`src/rtl/apb3_pkg.sv`:
```
// Shared types and constants for the APB3 register responder.
package apb3_pkg;

   typedef enum logic {
      IDLE   = 1'b0,
      ACCESS = 1'b1
   } apb_state_e;

   localparam int unsigned ADDR_LSB = 2;
   localparam int unsigned CNT_W    = 4;

endpackage

```
`src/rtl/apb3_wait_timer.sv`:
```
// Access-phase wait-state counter: load on setup, count down while stalled, flag zero.
module apb3_wait_timer
   import apb3_pkg::*;
(
   input  logic             clk,
   input  logic             rst_n,
   input  logic             load_i,
   input  logic [CNT_W-1:0] load_val_i,
   input  logic             dec_i,
   output logic             zero_o
);

   logic [CNT_W-1:0] cnt_q, cnt_d;

   always_comb begin
      cnt_d = cnt_q;
      if (load_i) begin
         cnt_d = load_val_i;
      end else if (dec_i && (cnt_q != '0)) begin
         cnt_d = cnt_q - CNT_W'(1);
      end
   end

   always_ff @(posedge clk or negedge rst_n) begin
      if (!rst_n) begin
         cnt_q <= '0;
      end else begin
         cnt_q <= cnt_d;
      end
   end

   assign zero_o = (cnt_q == '0);

endmodule

```
`src/rtl/apb3_reg_responder.sv`:
```
// APB3 register-file responder with configurable wait states and a read-only ID register.
// Define APB3_RESP_SLVERR_EN to enable pslverr for out-of-range or register-0 writes.
module apb3_reg_responder
   import apb3_pkg::*;
#(
   parameter int unsigned       A_WIDTH     = 32,
   parameter int unsigned       D_WIDTH     = 32,
   parameter int unsigned       NUM_REGS    = 16,
   parameter int unsigned       WAIT_CYCLES = 2,
   parameter logic [D_WIDTH-1:0] ID_VALUE   = 32'h0A9B_0001
)(
   input  logic                         clk,
   input  logic                         prst_n,
   input  logic                         psel,
   input  logic                         penable,
   input  logic                         pwrite,
   input  logic [A_WIDTH-1:0]           paddr,
   input  logic [D_WIDTH-1:0]           pwdata,
   output logic [D_WIDTH-1:0]           prdata,
   output logic                         pready,
   output logic                         pslverr,
   output logic [NUM_REGS*D_WIDTH-1:0]  regs_o
);

   localparam int unsigned IDX_W = A_WIDTH - ADDR_LSB;
   localparam int unsigned CMP_W = (IDX_W > 9) ? IDX_W : 9;

   apb_state_e          state_q;
   logic [IDX_W-1:0]    addr_q;
   logic                write_q;
   logic [D_WIDTH-1:0]  wdata_q;
   logic [D_WIDTH-1:0]  regs_q [1:NUM_REGS-1];

   logic                setup;
   logic                xfer_active;
   logic                cnt_zero;
   logic                complete;
   logic                in_range;
   logic                is_id;
   logic                wr_en;
   logic [D_WIDTH-1:0]  rd_val;
   logic                unused_addr_lsb;

   assign unused_addr_lsb = ^paddr[ADDR_LSB-1:0];

   assign setup       = (state_q == IDLE) && psel && !penable;
   assign xfer_active = (state_q == ACCESS) && psel && penable;
   assign complete    = xfer_active && cnt_zero;
   assign pready      = !((state_q == ACCESS) && !cnt_zero);

   assign in_range = (CMP_W'(addr_q) < CMP_W'(NUM_REGS));
   assign is_id    = (addr_q == '0);
   assign wr_en    = complete && write_q && in_range && !is_id;

   apb3_wait_timer u_wait_timer (
      .clk        (clk),
      .rst_n      (prst_n),
      .load_i     (setup),
      .load_val_i (CNT_W'(WAIT_CYCLES)),
      .dec_i      (xfer_active && !cnt_zero),
      .zero_o     (cnt_zero)
   );

   // Dropping psel in ACCESS abandons the transfer; nothing was committed yet.
   always_ff @(posedge clk or negedge prst_n) begin
      if (!prst_n) begin
         state_q <= IDLE;
         addr_q  <= '0;
         write_q <= 1'b0;
         wdata_q <= '0;
      end else begin
         case (state_q)
            IDLE: begin
               if (psel && !penable) begin
                  state_q <= ACCESS;
                  addr_q  <= paddr[A_WIDTH-1:ADDR_LSB];
                  write_q <= pwrite;
                  wdata_q <= pwdata;
               end
            end
            ACCESS: begin
               if (!psel || complete) begin
                  state_q <= IDLE;
               end
            end
            default: state_q <= IDLE;
         endcase
      end
   end

   always_ff @(posedge clk or negedge prst_n) begin
      if (!prst_n) begin
         for (int unsigned i = 1; i < NUM_REGS; i++) begin
            regs_q[i] <= '0;
         end
      end else begin
         for (int unsigned i = 1; i < NUM_REGS; i++) begin
            if (wr_en && (addr_q == IDX_W'(i))) begin
               regs_q[i] <= wdata_q;
            end
         end
      end
   end

   always_comb begin
      rd_val = '0;
      if (is_id) begin
         rd_val = ID_VALUE;
      end
      for (int unsigned i = 1; i < NUM_REGS; i++) begin
         if (in_range && (addr_q == IDX_W'(i))) begin
            rd_val = regs_q[i];
         end
      end
   end

   assign prdata = (complete && !write_q) ? rd_val : '0;

`ifdef APB3_RESP_SLVERR_EN
   assign pslverr = complete && (!in_range || (write_q && is_id));
`else
   assign pslverr = 1'b0;
`endif

   assign regs_o[0 +: D_WIDTH] = ID_VALUE;
   for (genvar g = 1; g < NUM_REGS; g++) begin : g_regs_o
      assign regs_o[g*D_WIDTH +: D_WIDTH] = regs_q[g];
   end

endmodule

```
`config.mk`:
```
export PLATFORM = sky130hd
export DESIGN_NAME = apb3_reg_responder
export DESIGN_NICKNAME = d
export VERILOG_FILES = /design/src/rtl/apb3_pkg.sv /design/src/rtl/apb3_wait_timer.sv /design/src/rtl/apb3_reg_responder.sv
export SDC_FILE = /design/constraint.sdc
export NUM_CORES = 1
export LEC_CHECK = 0
export CORE_UTILIZATION = 40
export DETAILED_ROUTE_END_ITERATION = 6
export PLACE_DENSITY = 0.69
export SLEW_MARGIN = 25
export SYNTH_ARGS = -nofsm -noshare
export SYNTH_HDL_FRONTEND = slang
export SYNTH_SLANG_ARGS = --single-unit
```
`constraint.sdc`:
```
create_clock -name clk -period 2.61 [get_ports clk]
set_input_delay 0.261 -clock clk [delete_from_list [all_inputs] [get_ports clk]]
set_output_delay 0.261 -clock clk [all_outputs]
set_load 0.01 [all_outputs]
```
Yosys cells after proc, flatten, opt, wreduce, memory -nomap -nowiden. Cells that the tools add are included.

Reductions and logical operators: 55. Order comparisons: 1. Bitwise gates (word level): 1. $add $sub $neg: 1. Equal/unequal tests: 15. Muxes and demuxes: 22.

Operators by type and width (count): $mux W32 (16); $eq A30 B4 Y1 const B (8); $eq A30 B3 Y1 const B (4); $eq A30 B2 Y1 const B (2); $logic_and A1 B1 Y1 (43); $eq A30 B1 Y1 const B (1); $logic_not A30 Y1 (1); $lt A30 B5 Y1 const B (1); $mux W28 (1); $mux W4 (2); $logic_not A1 Y1 (6); $logic_not A4 Y1 (1); $reduce_bool A4 Y1 (1); $sub A4 B1 Y4 const B (1); $mux W1 (2); $pmux W1 S2 (1); $reduce_and A2 Y1 (1); $reduce_bool A2 Y1 (1); $logic_or A1 B1 Y1 (1); $not A1 Y1 (1).

Bits in registers: 548. Output and inout bits: 546. Input bits: 69. Word-level logic and storage cells: 115.

Longest topological paths before layout. Gate-level depths: netlist of the first run.

Depth after elaboration: 18. Mapped depth: 11. Depth with buffers taken out: 9.

Hierarchy. A second synthesis of the first run with hierarchy kept.

Cells, all modules: 2014. Area, all modules: 25908.6 um2.

Modules (own cells, without submodules): apb3_reg_responder (area each 25655.9 um2, instances 1, seq. area each 13613.1 um2, cells an instance 1987); apb3_wait_timer (area each 252.7 um2, instances 1, seq. area each 100.1 um2, cells an instance 27).

Worst setup path after synthesis of the first run. Ideal clock, no wire load.

Kind: reg-to-output. From: register addr_q[10]. To: output port prdata[4]. Data arrival time: 2351 ps. Path buffers: 1. Data required time: 2349 ps. Stages on the path, launching flop included: 9. Path slack: -2 ps. Cell sequence: dfrtp_1 -> nor4_1 -> nand4_1 -> buf_4 -> nor3_2 -> o221ai_1 -> a2111oi_0 -> o41ai_1 -> o22ai_1.

Cells in the longest elaborated chain, start to end: 18. Elaborated cells between the ends (all ways): 47. Those cells by class: 1 x order compare; 15 x eq/ne; 16 x mux; 15 x reduce/logical.

Ends and longest elaborated chain: from (decl) (line apb3_reg_responder.sv:29) `logic [IDX_W-1:0] addr_q;`; from (signal assigned) (line apb3_reg_responder.sv:76) `addr_q <= paddr[A_WIDTH-1:ADDR_LSB];`; $lt A30 B5 Y1 / $eq A30 B1 Y1 (equally long branches) (line apb3_reg_responder.sv:51, apb3_reg_responder.sv:111); $logic_and A1 B1 Y1 (line apb3_reg_responder.sv:111) `if (in_range && (addr_q == IDX_W'(i))) begin`; $mux W32 (14 in a row) (line apb3_reg_responder.sv:111); $mux W32 * (line apb3_reg_responder.sv:111); $mux W32 * (line apb3_reg_responder.sv:117) `assign prdata = (complete && !write_q) ? rd_val : '0;`; to (decl) (line apb3_reg_responder.sv:19) `output logic [D_WIDTH-1:0] prdata,`.

Mark *: on every way between the ends. The rest lies on a longest branch, timed or not.

Final worst setup path of the first run.
From: register addr_q[13]. To: output port prdata[12].

The elaborated chain is that of the path after synthesis.

==> reports/summary.txt, run 1 <==
first-pass GRT wire length -> 171.0 mm
slowest stage delay, CP -> 0.66 ns
crit path kind -> reg2out
post-layout min period -> 3.756 ns
DRT antenna net count -> 0
CP Depth -> 13
Final Max Slew Viols -> 0
ys async rst share -> 100.0%
Reg-to-Reg Start -> addr_q[28]
die area -> 65010 um^2
Fin. Hold Viols -> 0
share of cells above drive strength 1 -> 43.16%
Fill cells -> 4728
RSZ-0062 raised after global routing -> true
DRT Pass-1 Iters -> 6
reg-to-reg critical path endpoint -> regs_o[249]
sequential area share after synthesis -> 53.57%
post-synth cell types -> 70
clock sinks -> 548
Worst Max-Slew Pin Slew -> 1.030 ns
clock share of power -> 41.9%
site row count -> 92
Clk Latency, worst-skew pair -> 0.65 ns
post-synthesis average cell area -> 12.64 um^2
Cell Area, Placed -> 35010 um^2
Clk pin slew, worst setup/hold paths -> 0.06 ns
IO Pins -> 615
R2R depth -> 15
Worst Hold Slack -> 0.2061 ns
H-tree depth -> 2
post-DR wirelength/cell -> 33.23 um
Initial Util -> 40.51%
CP delay by family, top -> compound AO/OA/AOI/OAI gates
maximum fanout along the worst path -> 5
hold crit path type -> in2async
internal power -> 15.36 mW
clock root buffer -> clkbuf_16
chip height -> 255.0 um
CTS Buf Count -> 58
Die W -> 255.0 um
Cell Area, Synth -> 25600 um^2
Post-Place Setup Slack -> -1.063 ns
Fmax -> 266.2 MHz
Vias -> 23416
Buf/Inv on CP -> 7
Comb pwr share -> 13.9%
clk buf depth -> 3
number of synthesized register bits -> 548
Final Total Pwr -> 21.71 mW
Setup WS post-layout -> -1.146 ns
Top FF cell, synth -> dfrtp_1
Net Sw Frac -> 29.24%
yosys warns -> 0
cell mode on critical path -> buf_6
initial antenna violation count -> 2
Cell Pwr Density -> 534.0 nW/um^2
gr usage total -> 36.91%
Worst Path Required -> 2.35 ns
fin crit share -> 143.9%
status -> finished with violations
core area -> 63200 um^2
failing checks -> setup timing
Slew headroom -> 31.34%
reg2reg setup slack -> -0.62 ns
Area Overhead vs Synth -> 58.78%
worst setup path startpoint -> addr_q[13]
final setup fails -> 513
dpl hpwl -> 88.27 mm
Final nets -> 3031
Mapped Cells -> 2025
CTS tree -> done
largest net degree at the start of global routing -> 84
Final Skew -> 0.01684 ns
max cap viols -> 0
Worst setup EP type -> output port
Flop pwr share -> 44.1%
Final GP Congestion -> 0.9636
switching pwr -> 6.346 mW
EDFF count, synth -> 0
DRC viols -> 0
Worst EP arrival -> 3.50 ns
Pleak -> 18.63 nW
CP endpoint -> prdata[12]
startpoint types -> flip-flop
Critical Path, Cell by Cell -> nor4_2 > buf_4 > nand4_1 > buf_6 > buf_6 > nor3_4 > buf_6 > buf_6 > buf_6 > a222oi_1 > a31oi_2 > o221a_4 > buf_6
Port-buffer cells -> 579
Finished Cell Area -> 40650 um^2
routed wire length -> 128.2 mm
maximum VDD drop -> 0.0004696 V
vias in the first global route -> 23322
Crit-path slowest cell -> a222oi_1
initial drt markers -> 2387
grt ovf -> 0
DR vias/cell -> 6.069
-- cells in the final DEF, fill, tap and decap left out, types with 13 or more instances in the layout --
cell type,Yosys,routed
a22oi_1,22,20
nor2_1,72,68
clkinv_2,0,16
mux2i_1,54,54
nand2b_1,16,15
mux2_4,0,171
buf_2,56,23
mux2_2,517,369
o22ai_1,44,38
mux2_1,46,23
a21oi_1,81,67
buf_4,36,297
buf_8,0,13
o211ai_1,13,13
buf_12,0,74
nand2_1,82,61
clkdlybuf4s50_1,0,546
buf_6,0,58
dfrtp_1,548,545
clkbuf_16,0,86
a221oi_2,0,13
o21ai_0,80,68
nor3_1,16,14
conb_1,2,33
-- cells by family (layout without fill, tap and decap cells) --
family	count (synthesis)	after routing	share of synthesized area (%)
DFF	548	548	53.57
and+or+nand+nor	258	258	5.254
other	2	35	0.02934
adders and majority gates	1	1	0.04887
muxes	617	617	26.88
xor gates and xnor gates	3	3	0.1027
AOI/OAI and AO/OA	382	382	10.18
buffers and inverters	214	1168	3.939
-- cell usage after synthesis, types with 5 or more instances --
| master | n | area share (%) |
|---|---|---|
| dfrtp_1 | 548 | 54 |
| mux2_2 | 517 | 23 |
| clkbuf_1 | 90 | 1.3 |
| nand2_1 | 82 | 1.2 |
| a21oi_1 | 81 | 1.6 |
| o21ai_0 | 80 | 1.6 |
| nor2_1 | 72 | 1.1 |
| buf_2 | 56 | 1.1 |
| mux2i_1 | 54 | 2.1 |
| mux2_1 | 46 | 2.0 |
| o22ai_1 | 44 | 1.1 |
| buf_4 | 36 | 1.1 |
| a221oi_1 | 25 | 0.86 |
| buf_1 | 23 | 0.34 |
| a22oi_1 | 22 | 0.65 |
| o221ai_1 | 19 | 0.65 |
| nand2b_1 | 16 | 0.39 |
| nor3_1 | 16 | 0.31 |
| o211ai_1 | 13 | 0.38 |
| a222oi_1 | 12 | 0.47 |
| nand4_1 | 9 | 0.22 |
| nor2b_1 | 9 | 0.22 |
| a221o_1 | 8 | 0.31 |
| inv_1 | 8 | 0.12 |
| nand3_1 | 8 | 0.16 |
| a21o_1 | 7 | 0.21 |
| a211oi_1 | 6 | 0.18 |
| a31oi_1 | 6 | 0.15 |
| and2_1 | 6 | 0.15 |
| nor3_2 | 6 | 0.23 |
| nor4_1 | 6 | 0.15 |
| a22o_1 | 5 | 0.17 |
| nor4_4 | 5 | 0.42 |
| o21a_1 | 5 | 0.15 |
| o221a_2 | 5 | 0.22 |
| o22a_1 | 5 | 0.17 |
| o31ai_1 | 5 | 0.15 |
-- worst min-delay path by stage --
stage	endpoint	startpoint	slack [ns]	depth (start not counted)
2_1_floorplan	addr_q[0]	prst_n	-0.03	0
3_3_place_gp	wdata_q[19]	prst_n	0.29	1
3_5_place_dp	wdata_q[19]	prst_n	0.31	1
4_1_cts	wdata_q[15]	pwdata[15]	0.21	2
5_1_grt	wdata_q[0]	pwdata[0]	0.23	2
6_report	wdata_q[20]	prst_n	0.21	2
-- timing repair --
action | in CTS | in global routing
pin swaps | 74 | 48
hold buffers | 1 | 0
buffers inserted | 60 | 26
cloned | 9 | 33
resized for setup | 423 | 208
endpoints found under the hold margin | 54 | 0
setup endpoints to repair | 513 | 513
-- cell type report --
cell class / instances / area [um^2] / share of cell area, %
well taps: 846 / 1059 / 2.604
clock buffers: 76 / 1639 / 4.032
multi-input cells: 1294 / 12610 / 31.02
inverters: 9 / 35.03 / 0.08619
clock inverters: 33 / 447.9 / 1.102
repair buffers: 1050 / 11130 / 27.38
diodes: 2 / 5.005 / 0.01231
flip-flops and latches: 548 / 13720 / 33.76
-- per-layer routing --
metal  vias to the layer above  global-route usage, %  share of wire, %
met5                         -                      0                 0
met4                         0                  16.63               5.8
met3                       399                  10.32                10
met2                      1502                  57.37                45
met1                     12181                  47.92                39
li1                       9334                      -                 -
-- metrics by stage --
stage / utilization, % / cells / setup TNS (ns)
final: 64.32 / 3858 / -242.45
after detailed placement: 55.41 / 3641 / -283.87
after CTS: 61.52 / 3811 / -270.38
after floorplan: - / 2056 / 0
after global placement: 55.41 / 3641 / -269.83
after global routing: 64.31 / 3857 / -311.94
-- state kept, by name, indices dropped and copies added, names as in the netlist --
| signal | count |
|---|---|
| addr_q | 30 |
| regs_o | 480 |
| state_q | 1 |
| u_wait_timer.cnt_q | 4 |
| wdata_q | 32 |
| write_q | 1 |
-- power by group through the flow --
stage | Combinational (mW) | Sequential [mW] | Clock (mW)
global route | 3.13 | 9.57 | 9.45
finish | 3.02 | 9.58 | 9.10
CTS | 2.92 | 9.48 | 9.12
floorplan | 1.44 | 9.04 | 0
global placement | 2.75 | 9.60 | 0
detailed placement | 2.78 | 9.62 | 0
No activity file was read; power rests on OpenSTA's default activity.
==> inputs of run 2 (changes only) <==
--- a/config.mk
+++ b/config.mk
@@ -7,7 +7,7 @@
 export LEC_CHECK = 0
 export CORE_UTILIZATION = 40
 export DETAILED_ROUTE_END_ITERATION = 6
-export PLACE_DENSITY = 0.69
+export PLACE_DENSITY_LB_ADDON = 0.1
 export SLEW_MARGIN = 25
 export SYNTH_ARGS = -nofsm -noshare
 export SYNTH_HDL_FRONTEND = slang
==> run 2 against run 1 <==
The run still ends with setup timing left. Register-to-register slack worse by 0.36 ns. Combinational power hardly changed. Non-clock buffer count is 35 higher. Flip-flop and latch count stayed put. First-iteration DRC count grew 3.4%.
==> reports/summary.txt, run 2 (synthesis results as in run 1) <==
Clk Latency, worst-skew pair -> 0.65 ns (about the same)
IO Pins -> 615 (unchanged)
startpoint types -> flip-flop (unchanged)
Cell Area, Placed -> 35270 um^2 (was 35010 um^2)
Finished Cell Area -> 40940 um^2 (was 40650 um^2)
first-pass GRT wire length -> 175.5 mm (was 171.0 mm)
most frequent cells in the layout -> clkdlybuf4s50_1, dfrtp_1, mux2_2 (unchanged)
Area Overhead vs Synth -> 59.94% (was 58.78%)
Setup WS post-layout -> -1.212 ns (was -1.146 ns)
share of cells above drive strength 1 -> 44.38% (was 43.16%)
Worst EP arrival -> 3.56 ns (was 3.50 ns)
Post-Place Setup Slack -> -1.167 ns (was -1.063 ns)
initial antenna violation count -> 3 (was 2)
max cap viols -> 0 (unchanged)
failing checks -> setup timing (unchanged)
Final nets -> 3067 (was 3031)
post-DR wirelength/cell -> 33.59 um (was 33.23 um)
Port-buffer cells -> 579 (unchanged)
Pleak -> 18.75 nW (was 18.63 nW)
initial drt markers -> 2469 (was 2387)
DR vias/cell -> 6.002 (was 6.069)
Final Total Pwr -> 21.24 mW (was 21.71 mW)
maximum VDD drop -> 0.0005254 V (was 0.0004696 V)
Final Max Slew Viols -> 0 (unchanged)
Worst setup EP type -> output port (unchanged)
maximum fanout along the worst path -> 8 (was 5)
Clk pin slew, worst setup/hold paths -> 0.06 ns (about the same)
Worst Max-Slew Pin Slew -> 1.051 ns (was 1.030 ns)
largest net degree at the start of global routing -> 84 (unchanged)
Final Util -> 64.79% (was 64.32%)
setup_tns -> -435.04 ns (was -242.45 ns)
final setup fails -> 512 (was 513)
chip height -> 255.0 um (unchanged)
clock sinks -> 548 (unchanged)
max reg flops -> 480 (unchanged)
DRC viols -> 0 (unchanged)
Slew headroom -> 29.53% (was 31.34%)
Fin. Hold Viols -> 0 (unchanged)
DRT Pass-1 Iters -> 5 (was 6)
die area -> 65010 um^2 (unchanged)
Vias -> 23341 (was 23416)
fin crit share -> 146.4% (was 143.9%)
CTS tree -> done (unchanged)
# placed instances -> 3663 (was 3641)
Worst Path Required -> 2.35 ns (about the same)
DRT antenna net count -> 0 (unchanged)
routed wire length -> 130.6 mm (was 128.2 mm)
hold crit path type -> in2reg (was in2async)
clk buf depth -> 3 (unchanged)
crit path kind -> reg2out (unchanged)
core area -> 63200 um^2 (unchanged)
commonest non-fill, non-tap cell in the layout -> clkdlybuf4s50_1 (unchanged)
gr usage total -> 38.26% (was 36.91%)
Initial Util -> 40.51% (unchanged)
RSZ-0062 raised after global routing -> true (unchanged)
H-tree depth -> 2 (unchanged)
site row count -> 92 (unchanged)
vias in the first global route -> 22999 (was 23322)
post-layout min period -> 3.822 ns (was 3.756 ns)
Final GP Congestion -> 0.9660 (was 0.9636)
Final Skew -> 0.04389 ns (was 0.01684 ns)
dpl hpwl -> 90.54 mm (was 88.27 mm)
status -> finished with violations (unchanged)
Die W -> 255.0 um (unchanged)
Cell Pwr Density -> 518.7 nW/um^2 (was 534.0 nW/um^2)
Worst Hold Slack -> 0.2245 ns (was 0.2061 ns)
grt ovf -> 0 (unchanged)
Final Non-Filler Cells -> 3889 (was 3858)
clock root buffer -> clkbuf_16 (unchanged)
Fmax -> 261.6 MHz (was 266.2 MHz)
CTS Buf Count -> 59 (was 58)
==> run 2: changes by cell type in the layout (fill, tap and decap cells not counted), sizes merged <==
cell	previous run	this run
bufbuf	1	0
buf	474	520
bufinv	10	5
clkbuf	104	102
clkinv	18	15
inv	10	9
clkinvlp	4	0
diode	2	3
==> run 2: metal layers <==
layer	vias to the layer above	wire length [um]	GRT usage [%]
li1	9403	-	-
met4	0	5842	13.38
met2	1505	59980	60.11
met3	288	13210	9.112
met5	-	0	0
met1	12145	51580	51.65
==> run 2: path summary, 6_finish.rpt <==
kind	from	to	slack, ns	depth (start not counted)
min in group asynchronous	prst_n	wdata_q[22]	0.27	2
worst min-delay path	pwdata[7]	wdata_q[7]	0.22	2
worst min register to register	addr_q[15]	addr_q[15]	0.52	1
max in group asynchronous	prst_n	regs_o[339]	1.46	3
worst max-delay path	addr_q[6]	prdata[12]	-1.21	12
worst max register to register	addr_q[6]	regs_o[136]	-0.98	15
==> run 2: layout make-up <==
class / count / area [um^2]
multi-input combinational: 1294 / 12740
clock buffer: 84 / 1720
antenna: 3 / 7.507
inverter: 9 / 33.78
tap: 846 / 1059
clock inverter: 20 / 229.0
sequential: 548 / 13720
timing repair buffer: 1085 / 11430
fill: 4722 / 22250
==> run 2: power breakdown <==
group | internal [mW] | switching [mW]
logic | 1.25 | 1.78
registers | 8.70 | 0.844
clock network | 5.03 | 3.63
total | 15.0 | 6.26
==> run 2: worst max-delay path, cell delays in order, from the launching register on <==
cell and delay [ns]:
dfrtp_1 0.39, nor4_2 0.30, buf_4 0.17, nand4_1 0.29, buf_6 0.29, buf_6 0.13
nor3_4 0.20, buf_6 0.13, buf_4 0.10, a222oi_1 0.16, a31oi_1 0.34, o221a_2 0.32
buf_6 0.12
==> run 2: timing repair <==
item	in CTS	in global routing
resized for setup	474	216
hold buffers	1	0
endpoints found under the setup margin	513	513
cloned	21	24
pin swaps	66	65
setup buffers	68	37
endpoints found under the hold margin	62	0
